===== src/rtl/ring_fifo.sv =====
// Circular-buffer FIFO with wrap-bit head/tail pointers and ready/valid on both sides.
// Status outputs depend only on pointer state, never combinationally on enq_valid/deq_ready.

module ring_fifo_ctr #(
  parameter int unsigned W = 4
) (
  input  logic         clk,
  input  logic         rst_aL,
  input  logic         clr,
  input  logic         en,
  output logic [W-1:0] q
);

  always_ff @(posedge clk or negedge rst_aL) begin
    if (!rst_aL) begin
      q <= '0;
    end else if (clr) begin
      q <= '0;
    end else if (en) begin
      q <= q + 1'b1;
    end
  end

endmodule

module ring_fifo #(
  parameter int unsigned DATA_WIDTH = 32,
  parameter int unsigned ADDR_WIDTH = 3
) (
  input  logic                  clk,
  input  logic                  rst_aL,
  input  logic                  flush,
  input  logic                  enq_valid,
  output logic                  enq_ready,
  input  logic [DATA_WIDTH-1:0] enq_data,
  output logic                  deq_valid,
  input  logic                  deq_ready,
  output logic [DATA_WIDTH-1:0] deq_data,
  output logic [ADDR_WIDTH:0]   count
);

  localparam int unsigned DEPTH = 2 ** ADDR_WIDTH;

  logic [ADDR_WIDTH:0]   head_ptr;
  logic [ADDR_WIDTH:0]   tail_ptr;
  logic [DATA_WIDTH-1:0] storage [DEPTH];

  logic empty;
  logic full;
  logic enq_fire;
  logic deq_fire;

  always_comb begin
    empty = (head_ptr == tail_ptr);
    full  = (head_ptr[ADDR_WIDTH-1:0] == tail_ptr[ADDR_WIDTH-1:0]) &&
            (head_ptr[ADDR_WIDTH] != tail_ptr[ADDR_WIDTH]);
    count     = tail_ptr - head_ptr;
    enq_ready = !full;
    deq_valid = !empty;
    enq_fire  = enq_valid && enq_ready && !flush;
    deq_fire  = deq_valid && deq_ready && !flush;
  end

  ring_fifo_ctr #(.W(ADDR_WIDTH + 1)) u_tail (
    .clk    (clk),
    .rst_aL (rst_aL),
    .clr    (flush),
    .en     (enq_fire),
    .q      (tail_ptr)
  );

  ring_fifo_ctr #(.W(ADDR_WIDTH + 1)) u_head (
    .clk    (clk),
    .rst_aL (rst_aL),
    .clr    (flush),
    .en     (deq_fire),
    .q      (head_ptr)
  );

  // Storage is intentionally not reset; flush leaves contents stale.
  always_ff @(posedge clk) begin
    if (enq_fire) begin
      storage[tail_ptr[ADDR_WIDTH-1:0]] <= enq_data;
    end
  end

  assign deq_data = storage[head_ptr[ADDR_WIDTH-1:0]];

endmodule


===== config.mk =====
export PLATFORM = sky130hd
export DESIGN_NAME = ring_fifo
export DESIGN_NICKNAME = d
export VERILOG_FILES = /design/src/rtl/ring_fifo.sv
export SDC_FILE = /design/constraint.sdc
export NUM_CORES = 1
export LEC_CHECK = 0
export BUFFER_PORTS_ARGS = -buffer_cell sky130_fd_sc_hd__buf_4
export CAP_MARGIN = 10
export CORE_MARGIN = 8
export CORE_UTILIZATION = 54
export DETAILED_ROUTE_END_ITERATION = 6
export PLACE_DENSITY = 0.79
export SYNTH_ARGS = -nofsm -noshare
export SYNTH_HDL_FRONTEND = slang
export SYNTH_HIERARCHICAL = 1
export SYNTH_SLANG_ARGS = --single-unit

===== constraint.sdc =====
create_clock -name clk -period 8.3 [get_ports clk]
set_clock_uncertainty 0.15 [all_clocks]
set_input_delay 1.245 -clock clk [delete_from_list [all_inputs] [get_ports clk]]
set_output_delay 1.245 -clock clk [all_outputs]
set_load 0.02 [all_outputs]

==> metrics.yaml <==
timing:
  rsz0062_at_grt: "false"
  setup_viol: 0
  hold_viol: 0
  worstMarginPinSlew_ns: 0.9539
  drv_slew: 0
  fin_ws_ns: 3.833
  period_needed_ns: 4.467
  fmax_mhz: 223.8
  fin_tns_setup_ns: 0
  relSlewSlack: 0.3641
  finalCritPeriodShare: 0.5382
flow_run:
  cap_violations: 0
worst_setup_path:
  worst_ep_arrival_time_ns: 3.07
  r2r-end: "u_tail/q[3]"
  path_max_fanout: 39
  crit_start: "u_head/q[0]"
  critical_path_class: "register to output port"
  startpoint_type: "register"
  r2r_start: "u_head/q[2]"
  crit_chain: "buf_4 -> mux4_1 -> nand2_1 -> nand2_1 -> buf_4"
  reg2regPathDepth: 8
  cp_slowest_cell: "dfrtp_4"
  cpPeakStageDelay_ns: 0.80
  end_kind: "output port"
  cp.required_ns: 6.90
  rrSetupSlack_ns: 5.25
global_route:
  grt_pass1_vias: 5551
  grt-ovfl-total: 0
  grtUsageTotal: 0.1778
  grt_max_degree: 69
  grt_pass1_wl_um: 32250
  antenna_found_initial: 0
clocking:
  insertion_delay_ns: 0.52
  hold_buffers: 0
  htreeDepth: 1
  clockRootBuffer: "clkbuf_16"
  cts_tree: "built"
  cts_buffers: 26
  cts.reportedPaths.clkPinSlew_ns: 0.06
  clock_sinks: 264
  clockBufferDepth: 3
  cts-resized-gates: 0
  postCtsSetupBuffers: 0
drt:
  dr.pass1.iters: 5
  routed_wl_um: 20560
  final_antenna_net_count: 0
  viasPerCell: 5.943
  wl_per_cell_um: 23.97
  via_count: 5099
  remaining_drc_errors: 0
  first_iter_violations: 321
synthesis:
  synth.cell_area_mm2: 0.01032
  synth_seq_area_share: 0.7645
  yosysUniqueCellTypes: 27
  syn-num-nets: 548
  ys_warn_count: 6
  synthCells: 505
  syn_avg_cell_area_um2: 20.43
  ys_seq_elements: 264
power_and_ir_drop:
  ir_drop_mv: 0.1932
  p_int_mw: 2.186
  p_leak_nw: 4.050
  p_seq_frac: 0.542
  p_switching_uw: 559.1
  combPwrFrac: 0.057
  power.density_mw_per_mm2: 229.6
  sw_frac_of_total: 0.2037
  clkPwrFrac: 0.401
die:
  dieArea_mm2: 0.02379
  ioPinCount: 75
  dieWidth_um: 154.2
  start_util: 0.5516
  rows: 50
  core_mm2: 0.01871
  dieHeight_um: 154.2
placed_design:
  post-place-ws_ns: 4.287
  dp_hpwl_um: 11370
  portBuffers: 74
  gp_congestion: 0.7727
finish:
  layout-drive-gt1-share: 0.3242
  final_common_cell: "edfxtp_1"
  area_growth_pct: 15.90
  layout_common_cells: "edfxtp_1, nand2_1, buf_4, mux4_2, clkbuf_16"
  nFillCells: 1213
  final_net_count: 647
worst_hold_path:
  hold_class: "input port to async pin"
status:
  outcome: "complete, no violations"
==> state kept, by name (all words and copies together), names as in the netlist <==
register  flops
u_tail/q      4
u_head/q      4
storage     256
==> power groups by stage <==
stage / sequential [mW] / combinational (mW) / clock, mW
finish: 1.49 / 0.157 / 1.10
global route: 1.49 / 0.169 / 1.17
CTS: 1.49 / 0.159 / 1.12
detailed placement: 1.52 / 0.158 / 0
global placement: 1.51 / 0.154 / 0
floorplan: 1.51 / 0.0989 / 0
==> through the flow <==
| step | cells | area (um2) | power (mW) | hold WS (ns) | util |
|---|---|---|---|---|---|
| after global routing | 857 | 11960 | 2.831 | 0.3731 | 0.6391 |
| after detailed placement | 810 | 11150 | 1.673 | 0.4948 | 0.5961 |
| final | 858 | 11960 | 2.745 | 0.3845 | 0.6393 |
| after global placement | 810 | 11150 | 1.667 | 0.4831 | 0.5961 |
| after floorplan | 505 | 10320 | 1.609 | 0.3838 | - |
| after CTS | 857 | 11960 | 2.768 | 0.3693 | 0.6391 |
==> metal layers <==
| layer | vias to the layer above | GRT usage | part of all wire |
|---|---|---|---|
| li1 | 2211 | - | - |
| met1 | 2625 | 0.2215 | 0.39 |
| met2 | 221 | 0.3058 | 0.52 |
| met3 | 42 | 0.03650 | 0.065 |
| met4 | 0 | 0.06160 | 0.026 |
| met5 | - | 0 | 0 |
==> synthesized netlist by cell type (all sizes together) <==
| cell type | instances | area [um2] |
|---|---|---|
| nand4 | 3 | 18.77 |
| nand2 | 99 | 371.6 |
| inv | 7 | 26.28 |
| mux4 | 64 | 1456 |
| fa | 1 | 20.02 |
| buf | 17 | 181.4 |
| clkbuf | 4 | 15.01 |
| nor3b | 1 | 7.510 |
| or3 | 2 | 12.51 |
| nor3 | 8 | 40.04 |
| nand3b | 3 | 22.52 |
| nor2 | 8 | 30.03 |
| a21bo | 2 | 20.02 |
| xnor2 | 5 | 43.79 |
| mux2i | 2 | 20.02 |
| mux2 | 2 | 30.03 |
| and3b | 1 | 8.760 |
| dfrtp | 8 | 200.2 |
| nand3 | 1 | 5.000 |
| ha | 5 | 62.56 |
| a221oi | 1 | 8.760 |
| edfxtp | 256 | 7687 |
| a21oi | 2 | 10.01 |
| nor2b | 3 | 18.77 |
==> how the worst max path moves through the flow <==
stage	end
after floorplan	storage[2][0]
after global placement	deq_data[1]
after detailed placement	deq_data[1]
after CTS	deq_data[1]
after global routing	deq_data[1]
final	deq_data[1]
==> cell type report <==
cell class                 count  area (um2)  area share
timing repair buffer          92       690.7     0.05776
antenna                        1       2.502   0.0002093
tap                          234       292.8     0.02448
clock inverter                16       136.4     0.01141
inverter                       7       26.28    0.002197
multi-input combinational    213        2247      0.1879
sequential                   264        7893      0.6600
clock buffer                  31       669.4     0.05598
==> logic make-up after synthesis <==
| group | count (synthesis) | synth area share |
|---|---|---|
| flops | 264 | 0.7645 |
| simple gates | 129 | 0.05190 |
| mux | 68 | 0.1460 |
| buf+inv | 28 | 0.02159 |
| fa+ha+maj | 6 | 0.008004 |
| compound gates | 5 | 0.003760 |
| xor+xnor | 5 | 0.004244 |
==> worst max-delay path, delay by kind of cell, from the launching register on <==
kind	cells	cell delay, ns
DFF	1	0.80
muxes	1	0.67
and+or+nand+nor	2	0.18
buffers and inverters	2	0.87
Power figures use the tool's default switching activity.
